File: src/rtl/hazard_stall_ctrl_if.sv
// Issue-control bundle between the ID-stage instruction register and hazard_stall_ctrl.
// The master side presents the instruction in IF/ID; the slave side returns the stall, bubble and MDU-busy controls.
interface hazard_stall_ctrl_if;
    logic [31:0] instr_Id;
    logic        ifStall;
    logic        idExFlush;
    logic        mduBusy;

    modport master (
        output instr_Id,
        input  ifStall,
        input  idExFlush,
        input  mduBusy
    );

    modport slave (
        input  instr_Id,
        output ifStall,
        output idExFlush,
        output mduBusy
    );
endinterface

File: src/rtl/hazard_stall_ctrl.sv
// Stall/bubble controller for the five-stage MIPS pipeline: Tuse/Tnew scoreboard over the EX and MEM slots.
// Define MDU_STALL_EN to include the multiply/divide busy counter and its stall term.
module hazard_stall_ctrl #(
    parameter int MULT_LAT = 5,
    parameter int DIV_LAT  = 10
) (
    input  logic               clk,
    input  logic               reset,
    hazard_stall_ctrl_if.slave bus
);

    logic [5:0] op_s;
    logic [5:0] funct_s;
    logic [4:0] rs_s;
    logic [4:0] rt_s;
    logic [4:0] rd_s;
    logic       is_r_s;

    assign op_s    = bus.instr_Id[31:26];
    assign rs_s    = bus.instr_Id[25:21];
    assign rt_s    = bus.instr_Id[20:16];
    assign rd_s    = bus.instr_Id[15:11];
    assign funct_s = bus.instr_Id[5:0];
    assign is_r_s  = (op_s == 6'h00);

    // The shamt field never takes part in hazard decisions.
    logic shamt_unused_s;
    assign shamt_unused_s = ^bus.instr_Id[10:6];

    logic r_alu_s;
    logic r_jr_s;
    logic r_jalr_s;
    logic r_mfhilo_s;
    logic r_mthilo_s;
    logic r_muldiv_s;
    logic r_mdu_s;

    // R-format function classification
    always_comb begin
        r_alu_s    = 1'b0;
        r_jr_s     = 1'b0;
        r_jalr_s   = 1'b0;
        r_mfhilo_s = 1'b0;
        r_mthilo_s = 1'b0;
        r_muldiv_s = 1'b0;
        if (is_r_s) begin
            case (funct_s)
                6'h00, 6'h02, 6'h03, 6'h04, 6'h06, 6'h07,
                6'h20, 6'h21, 6'h22, 6'h23, 6'h24, 6'h25,
                6'h26, 6'h27, 6'h2a, 6'h2b: r_alu_s    = 1'b1;
                6'h08:                      r_jr_s     = 1'b1;
                6'h09:                      r_jalr_s   = 1'b1;
                6'h10, 6'h12:               r_mfhilo_s = 1'b1;
                6'h11, 6'h13:               r_mthilo_s = 1'b1;
                6'h18, 6'h19, 6'h1a, 6'h1b: r_muldiv_s = 1'b1;
                default:                    r_alu_s    = 1'b0;
            endcase
        end else begin
            r_alu_s = 1'b0;
        end
    end

    assign r_mdu_s = r_muldiv_s | r_mfhilo_s | r_mthilo_s;

    logic i_alu_s;
    logic i_lui_s;
    logic i_load_s;
    logic i_store_s;
    logic i_branch_s;
    logic i_jal_s;

    // Opcode classification of I- and J-format instructions
    always_comb begin
        i_alu_s    = 1'b0;
        i_lui_s    = 1'b0;
        i_load_s   = 1'b0;
        i_store_s  = 1'b0;
        i_branch_s = 1'b0;
        i_jal_s    = 1'b0;
        case (op_s)
            6'h08, 6'h09, 6'h0a, 6'h0b,
            6'h0c, 6'h0d, 6'h0e:        i_alu_s    = 1'b1;
            6'h0f:                      i_lui_s    = 1'b1;
            6'h20, 6'h21, 6'h23:        i_load_s   = 1'b1;
            6'h28, 6'h29, 6'h2b:        i_store_s  = 1'b1;
            6'h04, 6'h05:               i_branch_s = 1'b1;
            6'h03:                      i_jal_s    = 1'b1;
            default:                    i_alu_s    = 1'b0;
        endcase
    end

    logic       use_rs_s;
    logic [1:0] tuse_rs_s;
    logic       use_rt_s;
    logic [1:0] tuse_rt_s;
    logic [4:0] dest_s;
    logic [1:0] tnew_s;

    // Source deadlines (Tuse) and result availability (TnewE) of the instruction in ID
    always_comb begin
        use_rs_s  = 1'b0;
        tuse_rs_s = 2'd0;
        use_rt_s  = 1'b0;
        tuse_rt_s = 2'd0;
        dest_s    = 5'd0;
        tnew_s    = 2'd0;

        if (i_branch_s || r_jr_s || r_jalr_s) begin
            use_rs_s  = 1'b1;
            tuse_rs_s = 2'd0;
        end else if (r_alu_s || i_alu_s || i_load_s || i_store_s || r_muldiv_s || r_mthilo_s) begin
            use_rs_s  = 1'b1;
            tuse_rs_s = 2'd1;
        end else begin
            use_rs_s  = 1'b0;
        end

        if (i_branch_s) begin
            use_rt_s  = 1'b1;
            tuse_rt_s = 2'd0;
        end else if (r_alu_s || r_muldiv_s) begin
            use_rt_s  = 1'b1;
            tuse_rt_s = 2'd1;
        end else if (i_store_s) begin
            use_rt_s  = 1'b1;
            tuse_rt_s = 2'd2;
        end else begin
            use_rt_s  = 1'b0;
        end

        if (r_alu_s || r_mfhilo_s) begin
            dest_s = rd_s;
            tnew_s = 2'd1;
        end else if (i_alu_s || i_lui_s) begin
            dest_s = rt_s;
            tnew_s = 2'd1;
        end else if (i_load_s) begin
            dest_s = rt_s;
            tnew_s = 2'd2;
        end else if (i_jal_s) begin
            dest_s = 5'd31;
            tnew_s = 2'd0;
        end else if (r_jalr_s) begin
            dest_s = rd_s;
            tnew_s = 2'd0;
        end else begin
            dest_s = 5'd0;
            tnew_s = 2'd0;
        end
    end

    logic [4:0] dest_e_r;
    logic [1:0] tnew_e_r;
    logic [4:0] dest_m_r;
    logic [1:0] tnew_m_r;

    // A source is blocked when an in-flight producer still needs more cycles than the consumer can wait.
    function automatic logic raw_hit(
        input logic [4:0] src,
        input logic [1:0] tuse,
        input logic [4:0] dst,
        input logic [1:0] tnew
    );
        raw_hit = (dst != 5'd0) && (src == dst) && (tnew > tuse);
    endfunction

    logic rs_hazard_s;
    logic rt_hazard_s;
    logic mdu_stall_s;
    logic mdu_busy_s;
    logic stall_s;

    assign rs_hazard_s = use_rs_s &&
                         (raw_hit(rs_s, tuse_rs_s, dest_e_r, tnew_e_r) ||
                          raw_hit(rs_s, tuse_rs_s, dest_m_r, tnew_m_r));
    assign rt_hazard_s = use_rt_s &&
                         (raw_hit(rt_s, tuse_rt_s, dest_e_r, tnew_e_r) ||
                          raw_hit(rt_s, tuse_rt_s, dest_m_r, tnew_m_r));
    assign stall_s     = rs_hazard_s | rt_hazard_s | mdu_stall_s;

    // Scoreboard shift: E takes the issuing instruction or a bubble, M ages E by one cycle
    always_ff @(posedge clk) begin
        if (reset) begin
            dest_e_r <= 5'd0;
            tnew_e_r <= 2'd0;
            dest_m_r <= 5'd0;
            tnew_m_r <= 2'd0;
        end else begin
            dest_m_r <= dest_e_r;
            tnew_m_r <= (tnew_e_r != 2'd0) ? (tnew_e_r - 2'd1) : 2'd0;
            if (stall_s) begin
                dest_e_r <= 5'd0;
                tnew_e_r <= 2'd0;
            end else begin
                dest_e_r <= dest_s;
                tnew_e_r <= tnew_s;
            end
        end
    end

`ifdef MDU_STALL_EN
    logic [3:0] mdu_cnt_r;
    logic [3:0] mdu_cnt_next_s;
    logic       mdu_busy_r;

    // Busy countdown; a mult/div can only issue while idle, so loading never races a decrement
    always_comb begin
        mdu_cnt_next_s = mdu_cnt_r;
        if (!stall_s && r_muldiv_s) begin
            mdu_cnt_next_s = funct_s[1] ? 4'(DIV_LAT) : 4'(MULT_LAT);
        end else if (mdu_cnt_r != 4'd0) begin
            mdu_cnt_next_s = mdu_cnt_r - 4'd1;
        end else begin
            mdu_cnt_next_s = 4'd0;
        end
    end

    // Counter and its busy flag are registered together so mduBusy comes straight from a flop
    always_ff @(posedge clk) begin
        if (reset) begin
            mdu_cnt_r  <= 4'd0;
            mdu_busy_r <= 1'b0;
        end else begin
            mdu_cnt_r  <= mdu_cnt_next_s;
            mdu_busy_r <= (mdu_cnt_next_s != 4'd0);
        end
    end

    assign mdu_busy_s  = mdu_busy_r;
    assign mdu_stall_s = mdu_busy_r & r_mdu_s;
`else
    // Without the busy counter the latencies and the hi/lo class play no role.
    logic mdu_unused_s;
    assign mdu_unused_s = ^{4'(MULT_LAT), 4'(DIV_LAT), r_mdu_s};
    assign mdu_busy_s   = 1'b0;
    assign mdu_stall_s  = 1'b0;
`endif

    assign bus.ifStall   = stall_s;
    assign bus.idExFlush = stall_s;
    assign bus.mduBusy   = mdu_busy_s;

endmodule

File: src/flat_wrapper.sv
// flat-port wrapper written by rule: the top's interface ports become plain ports
module hazard_stall_ctrl_flat 
#(
    parameter int MULT_LAT = 5,
    parameter int DIV_LAT  = 10
)
  (clk, reset, bus_instr_Id, bus_ifStall, bus_idExFlush, bus_mduBusy);
  hazard_stall_ctrl_if bus_i ();
  input  logic clk;
  input  logic reset;
  input wire logic [$bits(bus_i.instr_Id)-1:0] bus_instr_Id;
  output wire logic [$bits(bus_i.ifStall)-1:0] bus_ifStall;
  output wire logic [$bits(bus_i.idExFlush)-1:0] bus_idExFlush;
  output wire logic [$bits(bus_i.mduBusy)-1:0] bus_mduBusy;
  assign bus_i.instr_Id = bus_instr_Id;
  assign bus_ifStall = bus_i.ifStall;
  assign bus_idExFlush = bus_i.idExFlush;
  assign bus_mduBusy = bus_i.mduBusy;
  hazard_stall_ctrl #(.MULT_LAT(MULT_LAT), .DIV_LAT(DIV_LAT)) u_core (.clk(clk), .reset(reset), .bus(bus_i));
endmodule
File: config.mk
export PLATFORM = sky130hd
export DESIGN_NAME = hazard_stall_ctrl_flat
export DESIGN_NICKNAME = d
export VERILOG_FILES = /design/src/rtl/hazard_stall_ctrl_if.sv /design/src/rtl/hazard_stall_ctrl.sv /design/src/flat_wrapper.sv
export SDC_FILE = /design/constraint.sdc
export NUM_CORES = 1
export LEC_CHECK = 0
export ABC_CLOCK_PERIOD_IN_PS = 3290
export CORE_UTILIZATION = 49
export CTS_BUF_LIST = sky130_fd_sc_hd__clkbuf_8
export CTS_CLUSTER_SIZE = 28
export DETAILED_ROUTE_END_ITERATION = 12
export GPL_ROUTABILITY_DRIVEN = 0
export PLACE_DENSITY_LB_ADDON = 0.25
export SLEW_MARGIN = 20
export SYNTH_ARGS = -nofsm -noshare
export SYNTH_HDL_FRONTEND = slang
export SYNTH_SLANG_ARGS = --single-unit
File: constraint.sdc
create_clock -name clk -period 3.29 [get_ports clk]
set_input_delay 0.329 -clock clk [delete_from_list [all_inputs] [get_ports clk]]
set_output_delay 0.329 -clock clk [all_outputs]
set_load 0.02 [all_outputs]
==> results of run 1 <==
[critical path: stages]
cell and delay (ns):
clkdlybuf4s50_1 0.44, or4_4 0.57, nor3_4 0.15, o31a_2 0.21, ha_1 0.24, nand2_1 0.06
o2111ai_1 0.09, nor3_1 0.21, o22ai_2 0.18, nand2b_1 0.15, clkbuf_2 0.18
[final cells by class]
cell class	count	share of cell area, %
inverter	4	0.844
timing repair buffer	49	24.3
sequential	14	15.8
clock buffer	4	3.10
multi-input combinational	135	53.8
tap	30	2.11
[layout by cell type, fill, tap and decap left out, types with 4 or more instances in the layout]
cell	netlist	final
xnor2_1	20	20
nor3_1	9	9
a21oi_1	7	7
clkbuf_8	0	4
nor2_1	19	19
nand2_1	7	7
buf_4	3	19
clkdlybuf4s50_1	0	28
nand3_1	9	9
o21ai_0	6	6
inv_1	4	4
nor2b_1	9	9
dfxtp_1	14	14
ha_1	5	5
[per-layer routing]
layer	part of all wire [%]	global-route usage (%)	routed length, um
met4	1.2	7.02	42
met2	49	44.7	1670
met3	4.5	6.32	154
met5	0	0	0
met1	46	35.6	1570
[worst max path at each step]
stage | start | to | slack [ns] | depth (start not counted)
4_1_cts | bus_instr_Id[31] | bus_idExFlush | 0.003 | 11
3_3_place_gp | bus_instr_Id[31] | bus_idExFlush | -0.17 | 11
3_5_place_dp | bus_instr_Id[31] | bus_idExFlush | -0.28 | 11
5_1_grt | bus_instr_Id[31] | bus_ifStall | 0.02 | 11
2_1_floorplan | bus_instr_Id[31] | bus_ifStall | 0.55 | 10
6_report | bus_instr_Id[31] | bus_idExFlush | 0.15 | 11
[kinds of logic (layout without fill, tap and decap cells)]
kind of cell	after synthesis	in the layout	synth area share, %
adder cells (fa/ha/maj)	5	5	4.93
AND/OR/NAND/NOR	77	77	35.1
AO/OA/AOI/OAI	32	32	20.8
buffers and inverters	7	57	2.96
other	1	1	0.296
XOR/XNOR	20	20	13.8
flip-flops	14	14	22.1
[flip-flops by register name (all words and copies together) (netlist names)]
signal and flops:
u_core.tnew_m_r 2, u_core.dest_m_r 5, u_core.dest_e_r 5, u_core.tnew_e_r 2
[power breakdown]
part / total (mW) / internal [mW] / switching, mW
logic: 0.142 / 0.0787 / 0.0631
registers: 0.181 / 0.175 / 0.00647
clock network: 0.171 / 0.106 / 0.0648
==> impl_metrics.csv, run 1 <==
group,metric,value,unit
timing,worstMarginPinSlew,0.589,ns
worst_setup_path,cp_data_arrival_time,2.81,ns
outcome,status,"finished, final reports clean",
power,cellPowerDensity,278,nW/um2
synth,syn-cell-area,1270,um2
placed_design,dp_hpwl,2.79,mm
cells_and_area,drive_gt1_share,21.8,%
floorplanning,initial_core_util,51.7,%
worst_setup_path,startpoint_type,"input port",
detailed_routing,routed_wl,3.43,mm
power,power,0.494,mW
synth,ys_top_cells_by_area,"dfxtp_1 (22%), xnor2_1 (14%), nor2_1 (5.6%)",
timing,tns,0,ns
clock_tree,cts_tree,"built",
timing,slew_headroom,60.3,%
clock_tree,cts-buffers-inserted,3,
timing,whs,0.484,ns
floorplanning,std_cell_rows,18,
clock_tree,clock_latency,0.25,ns
timing,max_freq,0.318,GHz
synth,synth_nets,195,
detailed_routing,dr_total_vias,1358,
synth,synth_cell_types,48,
detailed_routing,drcViolationCount,0,
detailed_routing,antenna_left,0,
cells_and_area,antenna_cells,0,
clock_tree,cts-root-buf,"clkbuf_8",
synth,synth_area_per_cell,8.13,um2
grt,first_global_vias,1184,
clock_tree,hold_buffers,0,
clock_tree,cts_buffer_depth,2,
worst_setup_path,worst_setup_path_end_kind,"output pin",
worst_setup_path,crit_type,"input port to output pin",
synth,yosysWarnings,0,
placed_design,dp_cells,232,
cells_and_area,design_area,1780,um2
synth,async_flop_share,0,%
cells_and_area,area_delta_synth_final,40.1,%
synth,ys.flop_type,"dfxtp_1",
worst_setup_path,crit_fanout,7,
min_path,holdPathStages,1,
detailed_routing,vias_per_cell,5.75,
grt,grt_usage,27.3,%
worst_setup_path,regToRegSetupSlack,1.27,ns
job,maxCapViolCount,0,
floorplanning,dieArea,2800,um2
min_path,whs_endpoint,"u_core.tnew_m_r[0]",
synth,synth_edf_count,0,
cells_and_area,nets,246,
floorplanning,dieWidth,52.9,um
power,p_leak,0.678,nW
clock_tree,clk_pin_slew,0.06,ns
timing,post-route-period-util,95.4,%
cells_and_area,fin_util,72.4,%
timing,rsz0062_at_grt,"no",
placed_design,place.port_buffers,30,
clock_tree,cts_resized,3,
floorplanning,core,2450,um2
cells_and_area,final-seq-area,280,um2
grt,grt_pass1_wl,5.53,mm
detailed_routing,drtIter0Drc,45,
timing,hold_viol_final,0,
min_path,hold_start,"u_core.tnew_e_r[0]",
clock_tree,cts_sinks,14,
cells_and_area,instances_no_fill,236,
worst_setup_path,required,2.96,ns
timing,slew_violations,0,
worst_setup_path,r2r_start,"u_core.dest_m_r[0]",
grt,grt_max_degree,15,
synth,synth_commonest_cells,"xnor2_1 (20), nor2_1 (19), dfxtp_1 (14)",
worst_setup_path,regToRegEndpoint,"u_core.tnew_e_r[1]",
detailed_routing,drtPass1Iterations,4,
timing,setup_ws,0.150,ns
floorplanning,dieHeight,52.9,um
synth,synth_top_area_share,22.1,%
worst_setup_path,reg2reg_depth,7,
min_path,hold_class,"flip-flop to flip-flop",
timing,skew,0.00228,ns
cells_and_area,multi_input_area,957,um2
clock_tree,cts_setup_buffers,0,
synth,synth_top_area_cell,"dfxtp_1",
power,irDropWorstVdd,326,uV
grt,grt-ovfl-total,0,
placed_design,preCtsSetupSlack,-0.276,ns
floorplanning,ios,37,
synth,ys_seq_elements,14,
cells_and_area,n_fill_cell,197,
synth,yosysMostFrequentCell,"xnor2_1",
clock_tree,htreeDepth,1,
placed_design,placed_cell_area,1730,um2
detailed_routing,drt-wirelength-per-cell,14.5,um
grt,antenna_found_initial,0,
synth,yosysSeqAreaShare,22.1,%
timing,period_needed,3.14,ns
timing,setup_viol,0,
synth,syn_inst,156,
(Power assumes the default switching activity.)
==> run 2: changes to the inputs <==
--- a/config.mk
+++ b/config.mk
@@ -8,6 +8,7 @@
 export ABC_CLOCK_PERIOD_IN_PS = 3290
 export CORE_UTILIZATION = 49
 export CTS_BUF_LIST = sky130_fd_sc_hd__clkbuf_8
+export CTS_CLUSTER_DIAMETER = 60
 export CTS_CLUSTER_SIZE = 28
 export DETAILED_ROUTE_END_ITERATION = 12
 export GPL_ROUTABILITY_DRIVEN = 0
==> results of run 2 <==
Final layout, timing and power as in run 1 (identical DEF).
